## src/rtl/mii_preamble_regen_pkg.sv

```systemverilog
// Shared constants and types for the MII transmit preamble regenerator.
package mii_preamble_regen_pkg;

    typedef logic [3:0] nibble_t;

    localparam nibble_t PRE_NIBBLE  = 4'h5;
    localparam nibble_t SFD_NIBBLE  = 4'hD;
    localparam int      PRE_DEFAULT = 15;
    localparam int      IPG_DEFAULT = 24;

    typedef enum logic [2:0] {
        ST_IDLE = 3'd0,
        ST_PRE  = 3'd1,
        ST_DATA = 3'd2,
        ST_ERR  = 3'd3,
        ST_IPG  = 3'd4
    } state_t;

    typedef struct packed {
        logic    en;
        logic    er;
        nibble_t d;
    } tx_nib_t;

    localparam tx_nib_t NIB_IDLE = '{en: 1'b0, er: 1'b0, d: 4'h0};
    localparam tx_nib_t NIB_ERR  = '{en: 1'b1, er: 1'b1, d: 4'h0};
    localparam tx_nib_t NIB_PRE  = '{en: 1'b1, er: 1'b0, d: PRE_NIBBLE};
    localparam tx_nib_t NIB_SFD  = '{en: 1'b1, er: 1'b0, d: SFD_NIBBLE};

    function automatic int max_int(input int a, input int b);
        return (a > b) ? a : b;
    endfunction

endpackage

```

## src/rtl/mii_preamble_regen_if.sv

```systemverilog
// Elastic-buffer pull side and MII transmit side of the preamble regenerator.
interface mii_preamble_regen_if;
    import mii_preamble_regen_pkg::*;

    logic    buf_ce;
    logic    buf_dv;
    logic    buf_er;
    nibble_t buf_d;
    logic    tx_en;
    logic    tx_er;
    nibble_t txd;
    logic    frame_err;

    modport master (
        input  buf_ce, tx_en, tx_er, txd, frame_err,
        output buf_dv, buf_er, buf_d
    );

    modport slave (
        output buf_ce, tx_en, tx_er, txd, frame_err,
        input  buf_dv, buf_er, buf_d
    );

endinterface

```

## src/rtl/mii_preamble_regen.sv

```systemverilog
// Pulls nibbles from the elastic buffer, regenerates a full preamble before
// each SFD, enforces the inter-packet gap and error-marks bad preambles.
//
// state    | meaning
// ST_IDLE  | waiting for a good nibble; false carrier is dropped
// ST_PRE   | emitting preamble, stalling the buffer on an early SFD
// ST_DATA  | forwarding frame nibbles (buffer errors pass through as tx_er)
// ST_ERR   | malformed preamble: every remaining nibble sent as an error
// ST_IPG   | idle gap; buffer held until the gap count completes
module mii_preamble_regen
    import mii_preamble_regen_pkg::*;
#(
    parameter int PRE_LEN = PRE_DEFAULT,
    parameter int IPG_LEN = IPG_DEFAULT
) (
    input  logic clk,
    input  logic rst,
    input  logic ce,
    mii_preamble_regen_if.slave bus
);

    localparam int CNT_W = $clog2(max_int(PRE_LEN, IPG_LEN) + 1);
    localparam logic [CNT_W-1:0] PRE_TC  = CNT_W'(PRE_LEN);
    localparam logic [CNT_W-1:0] IPG_TC  = CNT_W'(IPG_LEN);
    localparam logic [CNT_W-1:0] CNT_ONE = CNT_W'(1);

    state_t           state_q, state_d;
    logic [CNT_W-1:0] cnt_q, cnt_d;
    logic [CNT_W-1:0] cnt_inc;
    tx_nib_t          tx_q, tx_d;
    logic             frame_err_q, frame_err_d;
    logic             pull;

    logic good, good_pre, good_sfd, pre_full;

    assign good     = bus.buf_dv && !bus.buf_er;
    assign good_pre = good && (bus.buf_d == PRE_NIBBLE);
    assign good_sfd = good && (bus.buf_d == SFD_NIBBLE);
    assign pre_full = (cnt_q >= PRE_TC);
    assign cnt_inc  = cnt_q + CNT_ONE;

    always_ff @(posedge clk) begin
        if (rst) begin
            state_q     <= ST_IDLE;
            cnt_q       <= '0;
            tx_q        <= NIB_IDLE;
            frame_err_q <= 1'b0;
        end else begin
            state_q     <= state_d;
            cnt_q       <= cnt_d;
            tx_q        <= tx_d;
            frame_err_q <= frame_err_d;
        end
    end

    always_comb begin
        state_d = state_q;
        cnt_d   = cnt_q;
        if (ce) begin
            unique case (state_q)
                ST_IDLE: begin
                    if (good) begin
                        state_d = ST_PRE;
                        cnt_d   = CNT_ONE;
                    end
                end
                ST_PRE: begin
                    if (good_pre) begin
                        if (!pre_full) cnt_d = cnt_inc;
                    end else if (good_sfd) begin
                        if (!pre_full) cnt_d = cnt_inc;
                        else           state_d = ST_DATA;
                    end else begin
                        state_d = ST_ERR;
                    end
                end
                ST_DATA, ST_ERR: begin
                    if (!bus.buf_dv) begin
                        state_d = ST_IPG;
                        cnt_d   = CNT_ONE;
                    end
                end
                ST_IPG: begin
                    // The idle nibble that closed the frame counts as gap nibble 1.
                    if (cnt_inc == IPG_TC) begin
                        state_d = ST_IDLE;
                        cnt_d   = '0;
                    end else begin
                        cnt_d   = cnt_inc;
                    end
                end
                default: begin
                    state_d = ST_IDLE;
                    cnt_d   = '0;
                end
            endcase
        end
    end

    always_comb begin
        pull        = 1'b0;
        tx_d        = tx_q;
        frame_err_d = 1'b0;
        if (ce) begin
            unique case (state_q)
                ST_IDLE: begin
                    // A good non-5 nibble is left in the buffer for the preamble logic.
                    pull = !(good && !good_pre);
                    tx_d = good ? NIB_PRE : NIB_IDLE;
                end
                ST_PRE: begin
                    if (good_pre) begin
                        pull = 1'b1;
                        tx_d = NIB_PRE;
                    end else if (good_sfd) begin
                        pull = pre_full;
                        tx_d = pre_full ? NIB_SFD : NIB_PRE;
                    end else begin
                        pull        = 1'b1;
                        tx_d        = NIB_ERR;
                        frame_err_d = 1'b1;
                    end
                end
                ST_DATA: begin
                    pull = 1'b1;
                    tx_d = bus.buf_dv ? tx_nib_t'{en: 1'b1, er: bus.buf_er, d: bus.buf_d}
                                      : NIB_IDLE;
                end
                ST_ERR: begin
                    pull = 1'b1;
                    tx_d = bus.buf_dv ? NIB_ERR : NIB_IDLE;
                end
                ST_IPG: begin
                    pull = 1'b0;
                    tx_d = NIB_IDLE;
                end
                default: begin
                    pull = 1'b0;
                    tx_d = NIB_IDLE;
                end
            endcase
        end
    end

    assign bus.buf_ce    = ce && pull && !rst;
    assign bus.tx_en     = tx_q.en;
    assign bus.tx_er     = tx_q.er;
    assign bus.txd       = tx_q.d;
    assign bus.frame_err = frame_err_q;

endmodule
```

## src/flat_wrapper.sv

```systemverilog
// flat-port wrapper written by rule: the top's interface ports become plain ports
module mii_preamble_regen_flat import mii_preamble_regen_pkg::*;
#(
    parameter int PRE_LEN = PRE_DEFAULT,
    parameter int IPG_LEN = IPG_DEFAULT
)
  (clk, rst, ce, bus_buf_ce, bus_tx_en, bus_tx_er, bus_txd, bus_frame_err, bus_buf_dv, bus_buf_er, bus_buf_d);
  mii_preamble_regen_if bus_i ();
  input  logic clk;
  input  logic rst;
  input  logic ce;
  output wire logic [$bits(bus_i.buf_ce)-1:0] bus_buf_ce;
  output wire logic [$bits(bus_i.tx_en)-1:0] bus_tx_en;
  output wire logic [$bits(bus_i.tx_er)-1:0] bus_tx_er;
  output wire logic [$bits(bus_i.txd)-1:0] bus_txd;
  output wire logic [$bits(bus_i.frame_err)-1:0] bus_frame_err;
  input wire logic [$bits(bus_i.buf_dv)-1:0] bus_buf_dv;
  input wire logic [$bits(bus_i.buf_er)-1:0] bus_buf_er;
  input wire logic [$bits(bus_i.buf_d)-1:0] bus_buf_d;
  assign bus_buf_ce = bus_i.buf_ce;
  assign bus_tx_en = bus_i.tx_en;
  assign bus_tx_er = bus_i.tx_er;
  assign bus_txd = bus_i.txd;
  assign bus_frame_err = bus_i.frame_err;
  assign bus_i.buf_dv = bus_buf_dv;
  assign bus_i.buf_er = bus_buf_er;
  assign bus_i.buf_d = bus_buf_d;
  mii_preamble_regen #(.PRE_LEN(PRE_LEN), .IPG_LEN(IPG_LEN)) u_core (.clk(clk), .rst(rst), .ce(ce), .bus(bus_i));
endmodule
```

## config.mk

```make
export PLATFORM = sky130hd
export DESIGN_NAME = mii_preamble_regen_flat
export DESIGN_NICKNAME = d
export VERILOG_FILES = /design/src/rtl/mii_preamble_regen_pkg.sv /design/src/rtl/mii_preamble_regen_if.sv /design/src/rtl/mii_preamble_regen.sv /design/src/flat_wrapper.sv
export SDC_FILE = /design/constraint.sdc
export NUM_CORES = 1
export LEC_CHECK = 0
export ABC_CLOCK_PERIOD_IN_PS = 2760
export BUFFER_PORTS_ARGS = -buffer_cell sky130_fd_sc_hd__buf_2
export CORE_MARGIN = 2
export CORE_UTILIZATION = 55
export CTS_BUF_LIST = sky130_fd_sc_hd__clkbuf_8 sky130_fd_sc_hd__clkbuf_16
export CTS_CLUSTER_DIAMETER = 80
export DETAILED_ROUTE_END_ITERATION = 8
export GPL_TIMING_DRIVEN = 0
export PLACE_DENSITY = 0.79
export SYNTH_ARGS = -nofsm -noshare
export SYNTH_HDL_FRONTEND = slang
export SYNTH_SLANG_ARGS = --single-unit
```

## constraint.sdc

```tcl
create_clock -name clk -period 2.76 [get_ports clk]
set_input_delay 0.138 -clock clk [delete_from_list [all_inputs] [get_ports clk]]
set_output_delay 0.138 -clock clk [all_outputs]
set_load 0.005 [all_outputs]
```

==> results of run 1 <==
[how the worst max path moves through the flow]
stage / from / endpoint / depth (start not counted)
after global routing: u_core.cnt_q[0] / bus_buf_ce / 9
after floorplan: u_core.cnt_q[0] / u_core.state_q[0] / 8
after global placement: u_core.cnt_q[0] / u_core.state_q[0] / 8
final: u_core.cnt_q[0] / bus_buf_ce / 9
after detailed placement: u_core.cnt_q[0] / u_core.state_q[1] / 8
after CTS: u_core.cnt_q[0] / bus_buf_ce / 9
[critical path, cell delays in order, from the launching register on]
cell,delay [ns]
sky130_fd_sc_hd__dfxtp_1,0.36
sky130_fd_sc_hd__ha_1,0.26
sky130_fd_sc_hd__and3_1,0.19
sky130_fd_sc_hd__ha_1,0.17
sky130_fd_sc_hd__nor2_1,0.19
sky130_fd_sc_hd__nand2_1,0.10
sky130_fd_sc_hd__o21a_1,0.18
sky130_fd_sc_hd__nor4_1,0.17
sky130_fd_sc_hd__nor2_1,0.07
sky130_fd_sc_hd__buf_2,0.13
[state kept, by name, indices dropped and copies added (netlist names)]
signal,count
u_core.bus.tx_er,1
u_core.bus.frame_err,1
u_core.state_q,3
u_core.bus.txd,4
u_core.bus.tx_en,1
u_core.cnt_q,5
[where the power goes]
group	switching [mW]	internal, mW
combinational	0.0458	0.0320
sequential	0.00538	0.224
clock	0.0781	0.100
[stage by stage]
| stage | area (um2) | instances | setup slack (ns) | hold WS [ns] |
|---|---|---|---|---|
| after floorplan | 935 | 114 | 0.976 | 0.238 |
| after global placement | 1030 | 146 | 0.766 | 0.393 |
| after detailed placement | 1030 | 146 | 0.708 | 0.413 |
| after CTS | 1080 | 150 | 0.562 | 0.150 |
| after global routing | 1080 | 150 | 0.381 | 0.155 |
| final | 1080 | 150 | 0.546 | 0.148 |
[area by class of cell]
cell class	instances	area, um2
multi-input combinational	89	571
fill	131	460
sequential	15	300
timing repair buffer	16	80.1
clock buffer	3	41.3
buffer	4	41.3
inverter	6	22.5
tap	16	20.0
clock inverter	1	5.00
[routing by layer]
layer	vias up	share of wire
met3	7	0.075
met5	-	0
met4	0	0.022
li1	469	-
met2	51	0.45
met1	441	0.45
[cells by family (layout without fill, tap and decap cells)]
logic type,count (synthesis),in the layout,synth area share
adder cells (fa/ha/maj),2,2,0.0268
AO/OA/AOI/OAI,40,40,0.311
AND/OR/NAND/NOR,46,46,0.264
buffers and inverters,10,30,0.0683
flip-flops,15,15,0.321
XOR/XNOR,1,1,0.00937
[placed cells by master, fill, tap and decap left out, types with 2 or more instances in the layout]
cell type / instances
sky130_fd_sc_hd__o21a_1: 2
sky130_fd_sc_hd__dfxtp_1: 15
sky130_fd_sc_hd__nand3_1: 4
sky130_fd_sc_hd__o21ai_0: 6
sky130_fd_sc_hd__ha_1: 2
sky130_fd_sc_hd__buf_2: 16
sky130_fd_sc_hd__o21ai_1: 3
sky130_fd_sc_hd__nor3_1: 3
sky130_fd_sc_hd__o211ai_1: 3
sky130_fd_sc_hd__nand3b_1: 2
sky130_fd_sc_hd__inv_1: 6
sky130_fd_sc_hd__nand2_1: 11
sky130_fd_sc_hd__and3_1: 2
sky130_fd_sc_hd__nand4_1: 2
sky130_fd_sc_hd__and3b_1: 2
sky130_fd_sc_hd__clkbuf_8: 4
sky130_fd_sc_hd__nor2_1: 11
sky130_fd_sc_hd__o31ai_1: 3
sky130_fd_sc_hd__a21oi_1: 10
==> flow_metrics.env, run 1 <==
export IMPL_status="complete, no violations"
export IMPL_asyncSetResetFlopFracSynth=0
export IMPL_gr_usage_all_layers=0.255
export IMPL_hp_start="rst"
export IMPL_initial_utilization=0.606
export IMPL_rows=14
export IMPL_final_min_clock_period_ns=2.21
export IMPL_synth_top_cells_by_count="15 x sky130_fd_sc_hd__dfxtp_1, 11 x sky130_fd_sc_hd__nand2_1, 11 x sky130_fd_sc_hd__nor2_1"
export IMPL_crit_fanout=7
export IMPL_design_portCount=17
export IMPL_grtUsageMet1=0.319
export IMPL_cts_root_buffer_cell="sky130_fd_sc_hd__clkbuf_8"
export IMPL_core_area_um2=1540
export IMPL_synth_top_cell_area_share=0.321
export IMPL_ys_types=44
export IMPL_synth_ff_type="sky130_fd_sc_hd__dfxtp_1"
export IMPL_clock_tree_from_tritoncts="built"
export IMPL_dominant_cells_by_area_after_synthesis="sky130_fd_sc_hd__dfxtp_1 32%, sky130_fd_sc_hd__a21oi_1 5.4%, sky130_fd_sc_hd__nand2_1 4.4%"
export IMPL_grt_pass1_vias=865
export IMPL_critPathKind="reg2out"
export IMPL_hold_path_cell_count=2
export IMPL_areaGrowthSynthToFinish_pct=15.7
export IMPL_synthesis_area_per_instance_um2=8.20
export IMPL_worstReg2RegEnd="u_core.state_q[1]"
export IMPL_hold_buffers=0
export IMPL_synth_most_common_cell="sky130_fd_sc_hd__dfxtp_1"
export IMPL_netlist_top_cell_by_area="sky130_fd_sc_hd__dfxtp_1"
export IMPL_worst_slew_pin_slew_ns=0.607
export IMPL_crit_required_ns=2.62
export IMPL_fin_tns_setup_ns=0
export IMPL_drc=0
export IMPL_clock_pin_slew_of_the_registers_on_the_worst_case_setup_and_hold_paths_ns=0.06
export IMPL_detailedRoute_firstIterationViolations=40
export IMPL_gpl_final_weighted_congestion=0.846
export IMPL_worst_clock_skew_ns=0.000508
export IMPL_grt_met3_usage=0.0480
export IMPL_end_kind="output pin"
export IMPL_insertedDiodeCount=0
export IMPL_die_height_um=45.2
export IMPL_antenna_left=0
export IMPL_mappedNetlistNets=125
export IMPL_rsz0062_at_grt="false"
export IMPL_maxClockFrequency_ghz=0.452
export IMPL_post_route_period_util=0.802
export IMPL_total_power_after_layout_uw=485
export IMPL_leakage_nw=0.438
export IMPL_tritoncts_num_sinks=15
export IMPL_timing_max_cap_violations=0
export IMPL_power_ir_vdd_worst_mv=0.340
export IMPL_drt_first_pass_iters=4
export IMPL_chipWidth_um=45.2
export IMPL_grt_most_used_layer="met2"
export IMPL_reg2reg_from="u_core.cnt_q[0]"
export IMPL_hold_viol_final=0
export IMPL_finalSetupViolations=0
export IMPL_worstSkewPairLatency_ns=0.25
export IMPL_port_buffers=16
export IMPL_ctsLongestPathBuffers=2
export IMPL_min_delay_worst_endpoint="u_core.state_q[2]"
export IMPL_timing_critical_path_from_type="flip-flop"
export IMPL_vias_cell=6.45
export IMPL_post_cts_repair_setup_buffers=0
export IMPL_global_route_overflow_total=0
export IMPL_grt_pass1_wl_mm=3.71
export IMPL_antenna_violations_before_repair=0
export IMPL_numCtsBuffers=3
export IMPL_syn_inst=114
export IMPL_ys_ff_latch=15
export IMPL_postLayoutCoreUtil=0.701
export IMPL_finalNetCount=146
export IMPL_sequential_to_total_area_share_from_yosys_stat=0.321
export IMPL_layout_drive_gt1_share=0.201
export IMPL_worst_hold_path_type="in2reg"
export IMPL_htree_num_levels=1
export IMPL_regToRegSetupSlack_ns=0.67
export IMPL_totalWireLength_mm=2.27
export IMPL_number_of_slew_limit_violations_in_the_final_report=0
export IMPL_vias=968
export IMPL_synth_enable_flop_cells=0
export IMPL_design_die_area_um2=2050
export IMPL_warning_count_from_the_yosys_run=0
export IMPL_cts_repair_resized=0
export IMPL_pin_count_of_the_biggest_net_entering_global_routing=11
export IMPL_met2_usage=0.423
export IMPL_detail_route_wl_per_cell_um=15.1
export IMPL_max_slew_margin=0.585
export IMPL_syn_cell_area_um2=935
export IMPL_arrival_time_worst_endpoint_ns=2.08
export IMPL_power_density_cell_area_nw_per_um2=449
export IMPL_place_hpwl_mm=1.67
export IMPL_worstRegToRegCells=8
Note: power is estimated with default switching activity, not from simulation.
==> run 2: changes to the inputs <==
Settings changed: ABC_CLOCK_PERIOD_IN_PS 2760 to 1910, CORE_UTILIZATION 55 to 48, PLACE_DENSITY 0.79 to 0.73.
Clock period 2.76 ns to 1.91 ns, I/O delays scaled along.
==> flow_metrics.env, run 2 (synthesized netlist as in run 1, its figures left out) <==
export IMPL_status="complete, no violations"
export IMPL_layout_drive_gt1_share=0.307
export IMPL_vias_cell=5.98
export IMPL_ctsLongestPathBuffers=2
export IMPL_crit_fanout=5
export IMPL_crit_required_ns=2.03
export IMPL_timing_critical_path_from_type="flip-flop"
export IMPL_chipWidth_um=48.1
export IMPL_number_of_flip_flops_in_the_largest_register=5
export IMPL_vias=986
export IMPL_grt_pass1_wl_mm=4.02
export IMPL_clock_tree_from_tritoncts="built"
export IMPL_max_stage_delay_ns=0.35
export IMPL_finalNetCount=152
export IMPL_areaGrowthSynthToFinish_pct=28.4
export IMPL_global_route_overflow_total=0
export IMPL_max_slew_margin=0.614
export IMPL_regToRegSetupSlack_ns=0.04
export IMPL_final_min_clock_period_ns=1.87
export IMPL_timing_max_cap_violations=0
export IMPL_critPathKind="reg2reg"
export IMPL_maxClockFrequency_ghz=0.534
export IMPL_post_route_period_util=0.981
export IMPL_design_die_area_um2=2320
export IMPL_cpLargestDelayFamily="compound AO/OA/AOI/OAI gates"
export IMPL_arrival_time_worst_endpoint_ns=1.99
export IMPL_power_ir_vdd_worst_mv=0.468
export IMPL_worstSkewPairLatency_ns=0.25
export IMPL_number_of_slew_limit_violations_in_the_final_report=0
export IMPL_htree_num_levels=1
export IMPL_rows=15
export IMPL_finalSetupViolations=0
export IMPL_path_buf_inv=2
export IMPL_grt_pass1_vias=904
export IMPL_initial_utilization=0.524
export IMPL_post_route_worst_hold_slack_ns=0.111
export IMPL_place_hpwl_mm=1.61
export IMPL_totalWireLength_mm=2.44
export IMPL_rsz0062_at_grt="true"
export IMPL_gr_usage_all_layers=0.249
export IMPL_detail_route_wl_per_cell_um=14.8
export IMPL_hold_viol_final=0
export IMPL_fin_tns_setup_ns=0
export IMPL_worst_slew_pin_slew_ns=0.564
export IMPL_clock_pin_slew_of_the_registers_on_the_worst_case_setup_and_hold_paths_ns=0.06
export IMPL_cts_root_buffer_cell="sky130_fd_sc_hd__clkbuf_8"
export IMPL_hold_buffers=0
export IMPL_design_portCount=17
export IMPL_critical_path_cell_chain="ha_4 -> and3_4 -> ha_4 -> nor2_4 -> buf_4 -> a21oi_1 -> o41ai_2 -> buf_4 -> nand4b_1 -> a21oi_1"
export IMPL_crit_slowest_cell="sky130_fd_sc_hd__dfxtp_4"
export IMPL_layout_commonest_cell="sky130_fd_sc_hd__buf_2"
export IMPL_drt_first_pass_iters=4
export IMPL_largest_register="u_core.cnt_q"
export IMPL_pin_count_of_the_biggest_net_entering_global_routing=11
export IMPL_port_buffers=16
export IMPL_power_density_cell_area_nw_per_um2=589
export IMPL_numCtsBuffers=3
export IMPL_worst_clock_skew_ns=0.00219
export IMPL_tritoncts_num_sinks=15
export IMPL_leakage_nw=0.471
export IMPL_die_height_um=48.1
export IMPL_insertedDiodeCount=0
export IMPL_total_power_after_layout_uw=707
export IMPL_core_area_um2=1780
export IMPL_antenna_violations_before_repair=0
export IMPL_drc=0
export IMPL_gpl_final_weighted_congestion=0.859
export IMPL_detailedRoute_firstIterationViolations=40
export IMPL_end_kind="flip-flop"
export IMPL_mostFrequentLayoutCells="16 x sky130_fd_sc_hd__buf_2, 12 x sky130_fd_sc_hd__dfxtp_1, 10 x sky130_fd_sc_hd__nor2_1, 10 x sky130_fd_sc_hd__nand2_1, 10 x sky130_fd_sc_hd__a21oi_1"
export IMPL_worst_hold_path_type="in2reg"
export IMPL_antenna_left=0
-- run 2: cell count changes in the layout (fill, tap and decap cells not counted), sizes merged --
cell    previous run  this run
buf               17        23
clkinv             1         0
inv                6         7
-- run 2: repair_timing --
action,in CTS,in global routing
hold endpoints to repair,0,0
setup buffers,5,1
gates resized for setup,12,5
setup endpoints to repair,8,8
pin swaps,5,8
-- run 2: worst paths after layout --
check                                    endpoint              start  cells after the start
worst max-delay path            u_core.state_q[0]    u_core.cnt_q[1]                     10
worst min-delay path            u_core.state_q[2]                rst                      2
worst max register to register  u_core.state_q[0]    u_core.cnt_q[1]                     10
worst min register to register  u_core.bus.txd[0]  u_core.bus.txd[0]                      2
-- run 2: where the power goes --
group	leakage, nW	internal, mW	switching [mW]
combinational	0.321	0.0530	0.0728
sequential	0.124	0.322	0.00622
clock	0.0269	0.142	0.110
-- run 2: routing by layer --
layer,global-route usage,vias up,share of wire
li1,-,481,-
met1,0.328,465,0.46
met2,0.381,35,0.47
met3,0.0630,5,0.055
met4,0.114,0,0.017
met5,0,-,0
-- run 2: metrics by stage --
| stage | area, um2 | util | setup WS (ns) | cells |
|---|---|---|---|---|
| final | 1200 | 0.673 | 0.0369 | 165 |
| after global routing | 1200 | 0.673 | -0.0730 | 165 |
| after CTS | 1180 | 0.660 | -0.0564 | 164 |
| after detailed placement | 1050 | 0.587 | -0.0782 | 155 |
| after global placement | 1050 | 0.587 | -0.0469 | 155 |
| after floorplan | 935 | - | 0.126 | 114 |
-- run 2: final cells by class --
| type | count | area (um2) |
|---|---|---|
| clock inverter | 1 | 3.75 |
| clock buffer | 3 | 41.3 |
| multi-input combinational | 89 | 626 |
| tap | 25 | 31.3 |
| timing repair buffer | 22 | 125 |
| sequential | 15 | 309 |
| inverter | 6 | 22.5 |
| fill | 144 | 583 |
| buffer | 4 | 41.3 |
